--- src/rtl/parking_pkg.sv ---
// Shared types and defaults for the parking gate arbiter: FSM states,
// default lane counts and timings, and the lane-index width helper.
package parking_pkg;

    typedef enum logic [1:0] {
        IDLE   = 2'd0,
        EVAL   = 2'd1,
        COMMIT = 2'd2,
        SETTLE = 2'd3
    } state_t;

    localparam int DEF_NUM_ENTRY     = 2;
    localparam int DEF_NUM_EXIT      = 2;
    localparam int DEF_OPEN_CYCLES   = 16;
    localparam int DEF_SETTLE_CYCLES = 2;

    function automatic int lane_w(input int n);
        return (n <= 1) ? 1 : $clog2(n);
    endfunction

endpackage

--- src/rtl/parking_rr_arbiter.sv ---
// Rotating-priority picker: the first requesting lane after last_lane
// (with wrap) wins; reports one-hot grant, its index and whether any won.
module parking_rr_arbiter #(
    parameter int N = 4,
    parameter int W = 2
) (
    input  logic [N-1:0] req,
    input  logic [W-1:0] last_lane,
    output logic [N-1:0] grant,
    output logic [W-1:0] idx,
    output logic         any
);

    always_comb begin
        grant = '0;
        idx   = '0;
        any   = 1'b0;
        for (int k = 1; k <= N; k++) begin
            if (!any && req[(int'(last_lane) + k) % N]) begin
                any                                  = 1'b1;
                grant[(int'(last_lane) + k) % N]     = 1'b1;
                idx                                  = W'((int'(last_lane) + k) % N);
            end
        end
    end

endmodule

--- src/rtl/parking_gate_arbiter.sv ---
// Shares the occupancy counter's event port between entry/exit lanes and
// drives per-lane barrier timers. Optional PARKING_UNI_PRIORITY_EN macro
// gives university cars precedence in arbitration.
module parking_gate_arbiter
    import parking_pkg::*;
#(
    parameter int NUM_ENTRY     = DEF_NUM_ENTRY,
    parameter int NUM_EXIT      = DEF_NUM_EXIT,
    parameter int OPEN_CYCLES   = DEF_OPEN_CYCLES,
    parameter int SETTLE_CYCLES = DEF_SETTLE_CYCLES
) (
    input  logic                          clk,
    input  logic                          reset,
    input  logic [NUM_ENTRY-1:0]          entry_req,
    input  logic [NUM_ENTRY-1:0]          entry_is_uni,
    input  logic [NUM_EXIT-1:0]           exit_req,
    input  logic [NUM_EXIT-1:0]           exit_is_uni,
    input  logic                          uni_is_vacated_space,
    input  logic                          is_vacated_space,
    output logic                          car_entered,
    output logic                          is_uni_car_entered,
    output logic                          car_exited,
    output logic                          is_uni_car_exited,
    output logic [NUM_ENTRY-1:0]          entry_grant,
    output logic [NUM_ENTRY-1:0]          entry_deny,
    output logic [NUM_EXIT-1:0]           exit_grant,
    output logic [NUM_ENTRY+NUM_EXIT-1:0] gate_open,
    output logic                          busy
);

    localparam int N  = NUM_ENTRY + NUM_EXIT;
    localparam int LW = lane_w(N);
    localparam int TW = $clog2(OPEN_CYCLES + 1);
    localparam int SW = lane_w(SETTLE_CYCLES + 1);

    state_t         state, next_state;
    logic [LW-1:0]  last_lane, win_lane, pick_idx;
    logic [N-1:0]   req_all, uni_all, eligible, pick_grant, lane_oh;
    logic           pick_any, win_uni, win_req, win_entry, flag_ok;
    logic           do_commit, do_deny;
    logic [SW-1:0]  settle_cnt;
    logic [TW-1:0]  timer [N];

    assign req_all   = {exit_req, entry_req};
    assign uni_all   = {exit_is_uni, entry_is_uni};
    assign eligible  = req_all & ~gate_open;
    assign lane_oh   = N'(1) << win_lane;
    assign win_req   = req_all[win_lane];
    assign win_entry = int'(win_lane) < NUM_ENTRY;
    assign flag_ok   = win_uni ? uni_is_vacated_space : is_vacated_space;

`ifdef PARKING_UNI_PRIORITY_EN
    logic [N-1:0]  grant_uni, grant_rest;
    logic [LW-1:0] idx_uni, idx_rest;
    logic          any_uni, any_rest;

    parking_rr_arbiter #(.N(N), .W(LW)) u_arb_uni (
        .req(eligible & uni_all), .last_lane(last_lane),
        .grant(grant_uni), .idx(idx_uni), .any(any_uni)
    );
    parking_rr_arbiter #(.N(N), .W(LW)) u_arb_rest (
        .req(eligible & ~uni_all), .last_lane(last_lane),
        .grant(grant_rest), .idx(idx_rest), .any(any_rest)
    );

    assign pick_grant = any_uni ? grant_uni : grant_rest;
    assign pick_idx   = any_uni ? idx_uni : idx_rest;
    assign pick_any   = any_uni | any_rest;
`else
    parking_rr_arbiter #(.N(N), .W(LW)) u_arb (
        .req(eligible), .last_lane(last_lane),
        .grant(pick_grant), .idx(pick_idx), .any(pick_any)
    );
`endif

    // The settle window runs from the cycle after the event up to the IDLE
    // capture cycle, so SETTLE itself occupies SETTLE_CYCLES-1 cycles.
    always_comb begin
        next_state = state;
        do_commit  = 1'b0;
        do_deny    = 1'b0;
        case (state)
            IDLE:   if (pick_any) next_state = EVAL;
            EVAL: begin
                if (!win_req) begin
                    next_state = IDLE;
                end else if (win_entry && !flag_ok) begin
                    do_deny    = 1'b1;
                    next_state = IDLE;
                end else begin
                    do_commit  = 1'b1;
                    next_state = COMMIT;
                end
            end
            COMMIT: next_state = (SETTLE_CYCLES > 1) ? SETTLE : IDLE;
            SETTLE: if (settle_cnt == '0) next_state = IDLE;
            default: next_state = IDLE;
        endcase
    end

    always_ff @(posedge clk or posedge reset) begin
        if (reset) begin
            state <= IDLE;
            busy  <= 1'b0;
        end else begin
            state <= next_state;
            busy  <= (next_state != IDLE);
        end
    end

    always_ff @(posedge clk or posedge reset) begin
        if (reset) begin
            last_lane          <= LW'(N - 1);
            win_lane           <= '0;
            win_uni            <= 1'b0;
            settle_cnt         <= '0;
            entry_grant        <= '0;
            entry_deny         <= '0;
            exit_grant         <= '0;
            car_entered        <= 1'b0;
            is_uni_car_entered <= 1'b0;
            car_exited         <= 1'b0;
            is_uni_car_exited  <= 1'b0;
            gate_open          <= '0;
            for (int i = 0; i < N; i++) timer[i] <= '0;
        end else begin
            entry_grant        <= '0;
            entry_deny         <= '0;
            exit_grant         <= '0;
            car_entered        <= 1'b0;
            is_uni_car_entered <= 1'b0;
            car_exited         <= 1'b0;
            is_uni_car_exited  <= 1'b0;

            if (state == IDLE && pick_any) begin
                win_lane <= pick_idx;
                win_uni  <= |(pick_grant & uni_all);
            end

            if (do_deny) begin
                entry_deny <= lane_oh[NUM_ENTRY-1:0];
                last_lane  <= win_lane;
            end

            if (do_commit) begin
                last_lane <= win_lane;
                if (win_entry) begin
                    entry_grant        <= lane_oh[NUM_ENTRY-1:0];
                    car_entered        <= 1'b1;
                    is_uni_car_entered <= win_uni;
                end else begin
                    exit_grant        <= lane_oh[N-1:NUM_ENTRY];
                    car_exited        <= 1'b1;
                    is_uni_car_exited <= win_uni;
                end
            end

            if (state == COMMIT)
                settle_cnt <= SW'((SETTLE_CYCLES > 1) ? SETTLE_CYCLES - 2 : 0);
            else if (state == SETTLE && settle_cnt != '0)
                settle_cnt <= settle_cnt - 1'b1;

            // Gate drops on the same edge its timer reaches zero.
            for (int i = 0; i < N; i++) begin
                if (do_commit && lane_oh[i]) begin
                    timer[i]     <= TW'(OPEN_CYCLES);
                    gate_open[i] <= 1'b1;
                end else if (timer[i] != '0) begin
                    timer[i] <= timer[i] - 1'b1;
                    if (timer[i] == TW'(1)) gate_open[i] <= 1'b0;
                end
            end
        end
    end

endmodule

--- config.mk ---
export PLATFORM = sky130hd
export DESIGN_NAME = parking_gate_arbiter
export DESIGN_NICKNAME = d
export VERILOG_FILES = /design/src/rtl/parking_pkg.sv /design/src/rtl/parking_rr_arbiter.sv /design/src/rtl/parking_gate_arbiter.sv
export SDC_FILE = /design/constraint.sdc
export NUM_CORES = 1
export LEC_CHECK = 0
export BUFFER_PORTS_ARGS = -buffer_cell sky130_fd_sc_hd__buf_2
export CORE_ASPECT_RATIO = 1.75
export CORE_UTILIZATION = 50
export DETAILED_ROUTE_END_ITERATION = 16
export PLACE_DENSITY = 0.76
export SETUP_SLACK_MARGIN = 0.05
export SLEW_MARGIN = 20
export SYNTH_ARGS = -nofsm -noshare
export SYNTH_HDL_FRONTEND = slang
export SYNTH_SLANG_ARGS = --single-unit
--- constraint.sdc ---
create_clock -name clk -period 5.05 [get_ports clk]
set_clock_uncertainty 0.1 [all_clocks]
set_input_delay 0.505 -clock clk [delete_from_list [all_inputs] [get_ports clk]]
set_output_delay 0.505 -clock clk [all_outputs]
set_load 0.1 [all_outputs]
Word level (Yosys, flattened, before mapping)
Cells that the tools add are included.
- add/subtract/negate cells: 9
- equal/unequal tests: 7
- magnitude comparators: 10
- bitwise gates (word level): 10
- mux-type cells: 83
- shift operators: 1
- reductions and logical operators: 45
- operators by type and width (kind ; number):
    two-way mux 1 bit ; 44
    two-way mux 5 bit ; 8
    two-way mux 2 bit ; 17
    nonzero test 2 bit ; 12
    equality test 5 x 1 -> 1 bit, second input constant ; 4
    nonzero test 5 bit ; 4
    subtractor 5 x 1 -> 5 bit, second input constant ; 4
    < comparator 3 x 4 -> 1 bit, second input constant ; 4
    two-way mux 4 bit ; 4
    logical AND 1 bit ; 14
    >= comparator 3 x 1 -> 1 bit, second input constant ; 4
    OR 4 bit ; 3
    binary-select mux 1 bit (select 2 bit) ; 5
    bitwise AND 4 bit ; 2
    demux 1 bit (select 2 bit) ; 4
    case mux 2 bit (4 select lines) ; 1
    AND reduction 2 bit ; 4
    OR reduction 2 bit ; 4
    adder 2 x 1 -> 2 bit, second input constant ; 2
    adder 2 bit, second input constant ; 2
    bitwise AND 1 bit, first input constant ; 4
    equality test 2 bit, second input constant ; 2
    zero test 1 bit ; 4
    zero test 2 bit ; 2
    7 further kinds ; 7
- input port bits: 12
- logic and storage cells: 186
- register bits after elaboration: 44

Logic depth before layout (Yosys ltp)
Gate-level depths: netlist of the first run.
- depth after elaboration: 19
- depth in mapped cells: 8
- mapped depth without buffers: 7

Modules after synthesis
Synthesis of the first run repeated with hierarchy kept, for this count alone.
- cell total of the unflattened synthesis: 283
- area, all modules: 2727.6 um^2
- by module, submodules not included (module ; area each (um^2) ; sequential area each (um^2) ; cells each ; times used):
    parking_gate_arbiter ; 2098.3 ; 1103.6 ; 197 ; 1
    parking_rr_arbiter ; 629.4 ; 0.0 ; 86 ; 1

Worst setup path after synthesis of the first run
Ideal clock, no wire load.
- path kind: reg-to-reg
- start: register last_lane[0]
- end: register win_uni
- setup slack: 2682 ps
- period minus slack after synthesis: 2368 ps
- data arrival time: 2128 ps
- cell stages (with the launch flop): 9
- data required time: 4810 ps
- cell sequence: dfstp_2 > inv_1 > ha_1 > clkbuf_1 > and4b_1 > nor4_1 > a21oi_1 > nor4_1 > a31oi_1
- word-level cells in the longest chain between the ends: 16
- RTL lines (element ; RTL line ; text):
    from (decl) ; parking_gate_arbiter.sv:37 ; logic [LW-1:0] last_lane, win_lane, pick_idx;
    from (signal assigned) ; parking_gate_arbiter.sv:113 ; last_lane <= LW'(N - 1);
    from (signal assigned) ; parking_gate_arbiter.sv:142 ; last_lane <= win_lane;
    from (signal assigned) ; parking_gate_arbiter.sv:146 ; last_lane <= win_lane;
    adder 2 x 1 -> 2 bit ; parking_rr_arbiter.sv:19, parking_rr_arbiter.sv:21 ;
    OR reduction 2 bit (no source line) or binary-select mux 1 bit (select 2 bit) (tied branches) ; - ;
    bitwise AND 1 bit (no source line) or two-way mux 1 bit (tied branches) ; - ;
    < comparator 3 x 4 -> 1 bit (implied by the code), or another cell as far along ; parking_rr_arbiter.sv:21 ; grant[(int'(last_lane) + k) % N] = 1'b1;
    logical AND 1 bit (implied by the code) or two-way mux 1 bit (tied branches) ; parking_rr_arbiter.sv:21, parking_rr_arbiter.sv:19 ;
    two-way mux 1 bit (implied by the code) or zero test 1 bit (tied branches) ; parking_rr_arbiter.sv:21, parking_rr_arbiter.sv:19 ;
    demux 1 bit (select 2 bit) or logical AND 1 bit (tied branches) ; - ;
    two-way mux 4 bit or two-way mux 1 bit (tied branches) ; parking_rr_arbiter.sv:19 ; if (!any && req[(int'(last_lane) + k) % N]) begin
    OR 4 bit (no source line) or zero test 1 bit (tied branches) ; - ;
    two-way mux 4 bit or logical AND 1 bit (tied branches) ; parking_rr_arbiter.sv:19 ;
    OR 4 bit (no source line) or two-way mux 1 bit (tied branches) ; - ;
    two-way mux 4 bit or zero test 1 bit (tied branches) ; parking_rr_arbiter.sv:19 ;
    OR 4 bit (no source line) or logical AND 1 bit (tied branches) ; - ;
    two-way mux 4 bit ; parking_rr_arbiter.sv:19 ;
    bitwise AND 4 bit ; parking_gate_arbiter.sv:137 ; win_uni <= |(pick_grant & uni_all);
    OR reduction 4 bit ; parking_gate_arbiter.sv:137 ;
    to (signal assigned) ; parking_gate_arbiter.sv:137 ;
    to (decl) ; parking_gate_arbiter.sv:39 ; logic pick_any, win_uni, win_req, win_entry, flag_ok;
Several ways; a longest one is shown, not always the timed one. The select of a mux whose other input is x is not followed.
A chain may end at the register's enable or synchronous reset.

Final worst setup path of the first run
Ends and elaborated chain as after synthesis.

==> impl_metrics.yaml, run 1 <==
worst_setup_path:
  critPathRequiredTime_ps: 5110
  rr_endpoint: "win_uni"
  cpPeakStageDelay_ps: 740
  critPathBufInv: 1
  worst_r2r_path_depth: 7
  cp_cell_sequence: "inv_1 > ha_1 > and4b_1 > nor4_1 > a21oi_1 > nor4_1 > a31oi_1"
  slowest_stage: "dfstp_2"
  end_kind: "flop"
  critical_path.top_delay_family: "simple AND/OR/NAND/NOR gates"
  critical_path_class: "flop to flop"
  ff2ff_setup_slack_ps: 2170
  r2r_start: "last_lane[0]"
  crit_arrival_ps: 2940
  startpoint_type: "flop"
  path_max_fanout: 20
  cp_common_cell: "nor4_1"
timing:
  hold_violations: 0
  fin_crit_sh_pct: 57.0
  finalSetupTns_ps: 0
  finalCriticalPeriod_ps: 2880
  hold_ws_ps: 237
  drv_slew: 0
  max_freq_ghz: 0.347
  rsz0062_at_grt: "no"
  slew_headroom_pct: 60.1
  worst_pin_slew_ps: 581
  final-setup-viol-count: 0
clock_network:
  numCtsBuffers: 5
  cts_sinks: 44
  htreeDepth: 2
  clk_pin_slew_ps: 80
  cts-root-buf: "clkbuf_8"
  clk_latency_ps: 290
  cts.repair.resized: 0
  cts_hold_buf: 0
  clk_path_buf_depth: 2
  cts_setup_buffers: 0
  cts_tree: "done"
routing:
  drt-wirelength-per-cell_um: 15.3
  drt_drc_violations_left: 0
  drt-initial-drc-count: 65
  first_pass_iters: 4
  ant_nets: 0
  avgViaCountPerCell: 5.85
  totalWireLength_mm: 5.00
  vias: 1920
global_route:
  grt_max_degree: 45
  gr-usage-all-layers_pct: 19.7
  grt_pass1_vias: 1877
  grt-ovfl-total: 0
  grt_pass1_wl_mm: 8.18
  antenna_found_initial: 0
synthesis:
  synth.area.top_cells: "dfrtp_1, ha_1, nand2_1"
  synth-edff-count: 0
  yosys_register_bits: 44
  seq_area_frac_synth_pct: 43.8
  synth_top_area_share_pct: 41.7
  netlist_area_um2: 2520
  yosysWarnings: 0
  yosys.cell_count.top_type: "dfrtp_1"
  synth.net_count: 279
  synth_area_per_cell_um2: 10.2
  synth-main-ff-cell: "dfrtp_1"
  ys_top_cells_by_count: "dfrtp_1, nand2_1, nor2_1, ha_1, inv_1"
  synthCells: 246
  synthArstFlopShare_pct: 100
  synth_cell_type_count: 50
  synth_area_leader_cell: "dfrtp_1"
floorplan:
  boundaryPins: 27
  rows: 33
  die_w_um: 55.6
  dieHeight_um: 95.9
  initial_core_util_pct: 53.0
  dieArea_um2: 5330
  core_um2: 4750
place:
  finalWeightedCongestion: 0.859
  place_inst: 320
  post_dp_cell_area_um2: 2700
  io_buffers: 26
  dp_hpwl_mm: 3.73
power_and_ir_drop:
  power_density_nw_per_um2: 697
  clockPowerShare_pct: 13.4
  p_sw_share_pct: 47.8
  power_frac_seq_pct: 34.6
  p_int_mw: 1.02
  peakVddDrop_mv: 0.426
  p_sw_uw: 933
  power.leakage_nw: 1.34
  power_frac_comb_pct: 52.0
finish:
  final_cells: 328
  postLayoutCellArea_um2: 2800
  antennaDiodeCount: 0
  final_nets: 308
  area_growth_syn_to_layout_pct: 11.4
  num-fill-cells: 413
  final_layout_size_suffix_gt1_share_pct: 17.8
flow_run:
  maxCapViolCount: 0
min_path:
  hold_path.class: "primary input to asynchronous set/reset pin"
outcome:
  status: "completed"
## cells in the final DEF, fill, tap and decap left out, types with 2 or more instances in the layout
cell / instances
a21oi_1: 3
xor2_1: 4
nand2_1: 24
nor3_1: 8
clkbuf_8: 5
o41ai_1: 2
nor3b_1: 2
nor3_2: 2
nand3_1: 10
and4b_1: 2
dfstp_2: 2
nor4_1: 3
xnor2_1: 6
or3_1: 2
mux2_2: 5
nor4bb_1: 2
o211ai_1: 2
o21ai_0: 2
buf_2: 26
dfrtp_1: 42
nand3b_1: 4
a22oi_1: 6
a221oi_1: 2
nor2b_1: 5
nand2b_1: 4
a211oi_1: 6
inv_1: 15
nor2_1: 23
mux4_2: 2
ha_1: 21
a21o_1: 7
and2_1: 5
## flip-flops by register name, indices dropped and copies added (netlist names), 2 cells and up
register     cells
gate_open        4
state            2
entry_deny       2
win_lane         2
last_lane        2
settle_cnt       2
timer           20
exit_grant       2
entry_grant      2
## through the flow
stage                     utilization (%)  setup slack, ps  total power, mW
after floorplan                         -             2680             1.49
after global placement               56.8             2330             1.67
after detailed placement             56.8             2260             1.70
after CTS                            59.1             2260             1.96
after global routing                 59.1             2070             2.09
final                                59.1             2170             1.95
## routing by layer
metal / GRT usage, % / vias up / wire [um]
met5: 0 / - / 0
li1: - / 923 / -
met4: 12.7 / 0 / 212
met1: 20.7 / 927 / 1970
met2: 36.3 / 50 / 2660
met3: 3.23 / 20 / 158
## worst min-delay path, cell delays in order
cell and delay (ps):
buf_2 100, clkinv_1 30, buf_4 450
## power groups by stage
stage | clock network, mW | logic [mW] | registers [mW]
floorplan | 0 | 0.624 | 0.867
global placement | 0 | 0.989 | 0.677
detailed placement | 0 | 1.01 | 0.680
CTS | 0.267 | 1.02 | 0.676
global route | 0.281 | 1.11 | 0.700
finish | 0.261 | 1.02 | 0.677
## logic make-up after synthesis
family | synth area share [%]
simple gates | 22.0
fa+ha+maj | 10.4
flops | 43.8
mux | 4.42
xor+xnor | 3.48
buf+inv | 3.33
compound gates | 12.5
## worst max path at each step
stage,startpoint,end,cells after the start
6_report,last_lane[0],win_uni,7
5_1_grt,last_lane[0],win_uni,7
4_1_cts,last_lane[0],win_uni,7
3_5_place_dp,last_lane[0],win_uni,7
3_3_place_gp,last_lane[0],win_uni,7
2_1_floorplan,last_lane[0],win_uni,8
## final cells by class
| type | instances | area [um^2] | area share (%) |
|---|---|---|---|
| clock buffer | 6 | 72.6 | 2.59 |
| clock inverter | 2 | 35.0 | 1.25 |
| inverter | 16 | 60.1 | 2.14 |
| multi-input combinational | 181 | 1330 | 47.4 |
| sequential | 44 | 1100 | 39.4 |
| tap | 52 | 65.1 | 2.32 |
| timing repair buffer | 27 | 138 | 4.91 |
Note: power is estimated with default switching activity, not from simulation.
==> run 2: changes to the inputs <==
==> constraint.sdc (replaced) <==
create_clock -name clk -period 2.72 [get_ports clk]
set_clock_uncertainty 0.1 [all_clocks]
set_input_delay 0.272 -clock clk [delete_from_list [all_inputs] [get_ports clk]]
set_output_delay 0.272 -clock clk [all_outputs]
set_load 0.1 [all_outputs]
==> run 2 against run 1 <==
Setup slack worse by 1900 ps. Non-clock buffer count increased by 3. Largest power group unchanged. First-iteration DRC count grew 37%. Sequential power grew 80%. Routed wire length rose by 2.6%. Critical path type unchanged. Global-route usage up 0.99 points. Critical endpoint unchanged. Critical path depth is the same. Combinational power rose by 92%. Via count decreased by 0.52%. Sequential cell count unchanged. Clock power grew 58%.
==> impl_metrics.yaml, run 2 (synthesized netlist as in run 1, its figures left out) <==
place:
  dp_hpwl_mm: 3.84
  io_buffers: 26
  post_dp_cell_area_um2: 2720
  finalWeightedCongestion: 0.871
  place_inst: 323
worst_setup_path:
  startpoint_type: "flop"
  cpPeakStageDelay_ps: 600
  crit_arrival_ps: 2550
  critPathRequiredTime_ps: 2770
  slowest_stage: "dfstp_2"
  end_kind: "flop"
  path_max_fanout: 11
  cp_common_cell: "nor4_1"
  cp_cell_sequence: "inv_1 > ha_1 > and4b_1 > nor4_1 > a21oi_1 > nor4_1 > a31oi_1"
  ff2ff_setup_slack_ps: 230
  worst_r2r_path_depth: 7
  critical_path_class: "flop to flop"
finish:
  multi_input_area_um2: 1330
  postLayoutCellArea_um2: 2810
  num-fill-cells: 409
  antennaDiodeCount: 0
  final_cells: 331
  largest_reg_flops: 20
  top_register: "timer"
  final_common_cell: "dfrtp_1"
  final_cell_mix: "dfrtp_1, buf_2, nand2_1"
  final_layout_size_suffix_gt1_share_pct: 18.3
  final-seq-area_um2: 1100
  area_growth_syn_to_layout_pct: 11.6
  final_nets: 311
  top_regs: "timer (20), gate_open (4)"
outcome:
  status: "completed"
timing:
  fin_crit_sh_pct: 91.6
  worst_pin_slew_ps: 610
  drv_slew: 0
  finalCriticalPeriod_ps: 2490
  rsz0062_at_grt: "no"
  max_freq_ghz: 0.401
  final-setup-viol-count: 0
  hold_ws_ps: 2.42
  finalSetupTns_ps: 0
  slew_headroom_pct: 58.2
  hold_violations: 0
routing:
  totalWireLength_mm: 5.13
  drt-wirelength-per-cell_um: 15.5
  wl_met1_mm: 1.85
  first_pass_iters: 4
  drt-initial-drc-count: 89
  dr_wl_met2_mm: 2.91
  drt_drc_violations_left: 0
  vias: 1910
  ant_nets: 0
  avgViaCountPerCell: 5.77
  met3_length_um: 215
  routed.top_layer: "met4"
clock_network:
  clk_latency_ps: 290
  cts-root-buf: "clkbuf_8"
  clk_path_buf_depth: 2
  cts.repair.resized: 0
  cts_tree: "done"
  numCtsBuffers: 5
  htreeDepth: 2
  clk_pin_slew_ps: 80
  cts_hold_buf: 0
  cts_sinks: 44
  cts_setup_buffers: 0
power_and_ir_drop:
  peakVddDrop_mv: 0.884
  power_frac_seq_pct: 34.0
  p_sw_mw: 1.74
  p_int_mw: 1.86
  p_sw_share_pct: 48.4
  power.leakage_nw: 1.35
  power_density_nw_per_um2: 1280
  power_mw: 3.60
  power_frac_comb_pct: 54.6
  clockPowerShare_pct: 11.5
floorplan:
  dieArea_um2: 5330
  boundaryPins: 27
  initial_core_util_pct: 53.0
  core_um2: 4750
  rows: 33
  dieHeight_um: 95.9
  die_w_um: 55.6
global_route:
  grt_pass1_vias: 1927
  antenna_found_initial: 0
  grt-ovfl-total: 0
  grt_pass1_wl_mm: 8.51
  gr-usage-all-layers_pct: 20.7
  grt_max_degree: 45
flow_run:
  maxCapViolCount: 0
min_path:
  hold_path.class: "primary input to asynchronous set/reset pin"
run 2: changes by cell type in the layout (fill, tap and decap cells not counted), sizes merged:
cell and delta:
buf +3, bufinv -1, clkbuf +2, clkinv -1
run 2: cell type report:
class                      count  share of cell area, %
clock buffer                   8                   3.21
inverter                      16                   2.14
multi-input combinational    181                   47.3
sequential                    44                   39.3
tap                           52                   2.32
timing repair buffer          30                   5.70
run 2: power groups by stage:
stage                     clock network [mW]  logic, mW  registers, mW
after global placement                     0       1.91           1.22
after global routing                   0.458       2.15           1.26
after detailed placement                   0       1.96           1.23
after CTS                              0.424       1.97           1.22
after floorplan                            0       1.16           1.61
final                                  0.413       1.96           1.22
run 2: path summary, 6_finish.rpt:
check | start | to
worst max-delay path | last_lane[1] | win_uni
worst min-delay path | reset | timer[7]
worst max register to register | last_lane[1] | win_uni
worst min register to register | settle_cnt[1] | settle_cnt[1]
max in group asynchronous | reset | last_lane[0]
min in group clk | settle_cnt[1] | settle_cnt[1]
run 2: routing by layer:
metal | vias up | track usage, %
met4 | 0 | 12.7
met1 | 909 | 21.0
met5 | - | 0
li1 | 928 | -
met3 | 13 | 3.49
met2 | 60 | 39.2
run 2: critical path, delay by kind of cell (launching register included):
family	cells	cell delay, ps
AO/OA/AOI/OAI	2	220
adder cells (fa/ha/maj)	1	400
buffers and inverters	1	70
AND/OR/NAND/NOR	3	970
flip-flops	1	600
run 2: per-stage QoR:
step	utilization (%)	setup WS (ps)
final	59.2	227
after global routing	59.2	51.0
after CTS	59.2	221
after detailed placement	57.3	248
after global placement	57.3	337
after floorplan	-	352
==> run 3: changes to the inputs <==
--- a/config.mk
+++ b/config.mk
@@ -7,9 +7,10 @@
 export LEC_CHECK = 0
 export BUFFER_PORTS_ARGS = -buffer_cell sky130_fd_sc_hd__buf_2
 export CORE_ASPECT_RATIO = 1.75
+export CORE_MARGIN = 2
 export CORE_UTILIZATION = 50
 export DETAILED_ROUTE_END_ITERATION = 16
-export PLACE_DENSITY = 0.76
+export PLACE_DENSITY = 0.66
 export SETUP_SLACK_MARGIN = 0.05
 export SLEW_MARGIN = 20
 export SYNTH_ARGS = -nofsm -noshare
==> run 3 against run 2 <==
Sequential power hardly changed. Sequential share of layout area is 0.21 points lower. Highest routed layer unchanged. Critical endpoint unchanged. Clock-buffer cell count is 3 lower. Routed wire length is 0.18% higher. Final area is 0.53% higher. Non-clock buffer count is 1 higher. Combinational power hardly changed. Sequential cell count stayed put. Core utilization is 1.4 points lower.
==> impl_metrics.yaml, run 3 (synthesized netlist as in run 1, its figures left out) <==
outcome:
  status: "completed"
worst_setup_path:
  cpPeakStageDelay_ps: 600
  worst_r2r_path_depth: 7
  critPathRequiredTime_ps: 2800
  startpoint_type: "flop"
  ff2ff_setup_slack_ps: 390
  critical_path.top_delay_family: "simple AND/OR/NAND/NOR gates"
  path_max_fanout: 8
  cp-startpoint: "last_lane[1]"
  cp_common_cell: "nor4_1"
  critical_path_class: "flop to flop"
  end_kind: "flop"
  worstSetupEndpoint: "win_uni"
  cp_cell_sequence: "inv_1 > ha_1 > and4b_1 > nor4_1 > a21oi_1 > nor4_1 > a31oi_1"
  slowest_stage: "dfstp_2"
  critPathBufInv: 1
  crit_cells: 7
  rr_endpoint: "win_uni"
  crit_arrival_ps: 2410
  r2r_start: "last_lane[1]"
global_route:
  grt_pass1_wl_mm: 8.68
  gr-usage-all-layers_pct: 20.1
  antenna_found_initial: 0
  grt_pass1_vias: 1935
  grt_max_degree: 29
  grt-ovfl-total: 0
finish:
  num-fill-cells: 455
  multi_input_area_um2: 1330
  top_register: "timer"
  top_regs: "timer (20), gate_open (4)"
  final_common_cell: "dfrtp_1"
  largest_reg_flops: 20
  antennaDiodeCount: 0
  final-seq-area_um2: 1100
  final_cell_mix: "dfrtp_1, buf_2, nand2_1"
  final_layout_size_suffix_gt1_share_pct: 18.9
  area_growth_syn_to_layout_pct: 12.2
  final_nets: 312
routing:
  drt-wirelength-per-cell_um: 15.4
  drt-initial-drc-count: 46
  totalWireLength_mm: 5.14
  vias: 1913
  first_pass_iters: 4
  ant_nets: 0
  drt_drc_violations_left: 0
  avgViaCountPerCell: 5.73
clock_network:
  cts-root-buf: "clkbuf_8"
  clk_path_buf_depth: 2
  cts_setup_buffers: 0
  clk_pin_slew_ps: 90
  htreeDepth: 2
  clk_latency_ps: 310
  numCtsBuffers: 5
  cts_tree: "done"
  cts_sinks: 44
timing:
  fin_crit_sh_pct: 85.6
  finalSetupTns_ps: 0
  rsz0062_at_grt: "no"
  hold_ws_ps: 378
  slew_headroom_pct: 61.3
  max_freq_ghz: 0.429
  final-setup-viol-count: 0
  drv_slew: 0
  worst_pin_slew_ps: 577
  hold_violations: 0
  finalCriticalPeriod_ps: 2330
floorplan:
  boundaryPins: 27
  initial_core_util_pct: 51.5
  core_um2: 4890
  dieArea_um2: 5640
  rows: 34
  die_w_um: 57.6
  dieHeight_um: 97.9
power_and_ir_drop:
  peakVddDrop_mv: 0.819
  power.leakage_nw: 1.35
  power_density_nw_per_um2: 1270
place:
  dp_hpwl_mm: 3.94
  io_buffers: 26
  finalWeightedCongestion: 0.890
flow_run:
  maxCapViolCount: 0
min_path:
  hold_path.class: "flop to flop"
## run 3: cell types whose count changed in the layout (fill, tap and decap cells not counted), sizes merged
cell / delta
clkbuf: -3
clkinvlp: +2
clkinv: +1
dlygate4sd3: +1
## run 3: worst min-delay path by stage
stage / startpoint / to / slack [ps] / cells after the start
finish: settle_cnt[1] / settle_cnt[1] / 380 / 2
global route: settle_cnt[1] / settle_cnt[1] / 410 / 2
CTS: uni_is_vacated_space / entry_deny[1] / 380 / 3
detailed placement: reset / timer[0] / 190 / 2
global placement: reset / timer[0] / 190 / 2
floorplan: settle_cnt[1] / settle_cnt[1] / 340 / 2
## run 3: tightest hold or removal path, stage by stage, from the launching register on
cell and delay (ps):
dfrtp_1 350, nand2_1 50, o41ai_1 50
## run 3: metrics by stage
step	instances	total power [mW]	setup slack, ps	cell area [um^2]	utilization [%]
after floorplan	246	2.77	352	2520	-
after global placement	325	3.18	418	2720	55.6
after detailed placement	325	3.20	394	2720	55.6
after CTS	334	3.63	384	2820	57.7
after global routing	334	3.88	116	2820	57.7
final	334	3.59	391	2820	57.7
## run 3: power breakdown
part	internal (mW)	leakage (nW)	switching, mW
clock network	0.182	0.0404	0.233
registers	0.942	0.545	0.263
logic	0.711	0.762	1.26
## run 3: layout make-up
type,count,area share (%)
Sequential cell,44,39.1
Inverter,16,2.13
Clock buffer,5,2.44
Timing Repair Buffer,31,6.03
Tap cell,54,2.39
Clock inverter,3,0.842
Multi-Input combinational cell,181,47.1
## run 3: metal layers
metal  part of all wire [%]  routed length [um]  global-route usage [%]  vias up
met1                     38                1930                    22.0      931
met2                     56                2890                    36.1       35
met5                      0                   0                       0        -
met3                    2.7                 141                    3.44       15
met4                    3.5                 180                    9.48        0
li1                       -                   -                       -      932
## run 3: timing repair
action | in CTS | in global routing
hold buffers | 1 | 0
hold endpoints to repair | 16 | 0
gates resized for setup | 0 | 0
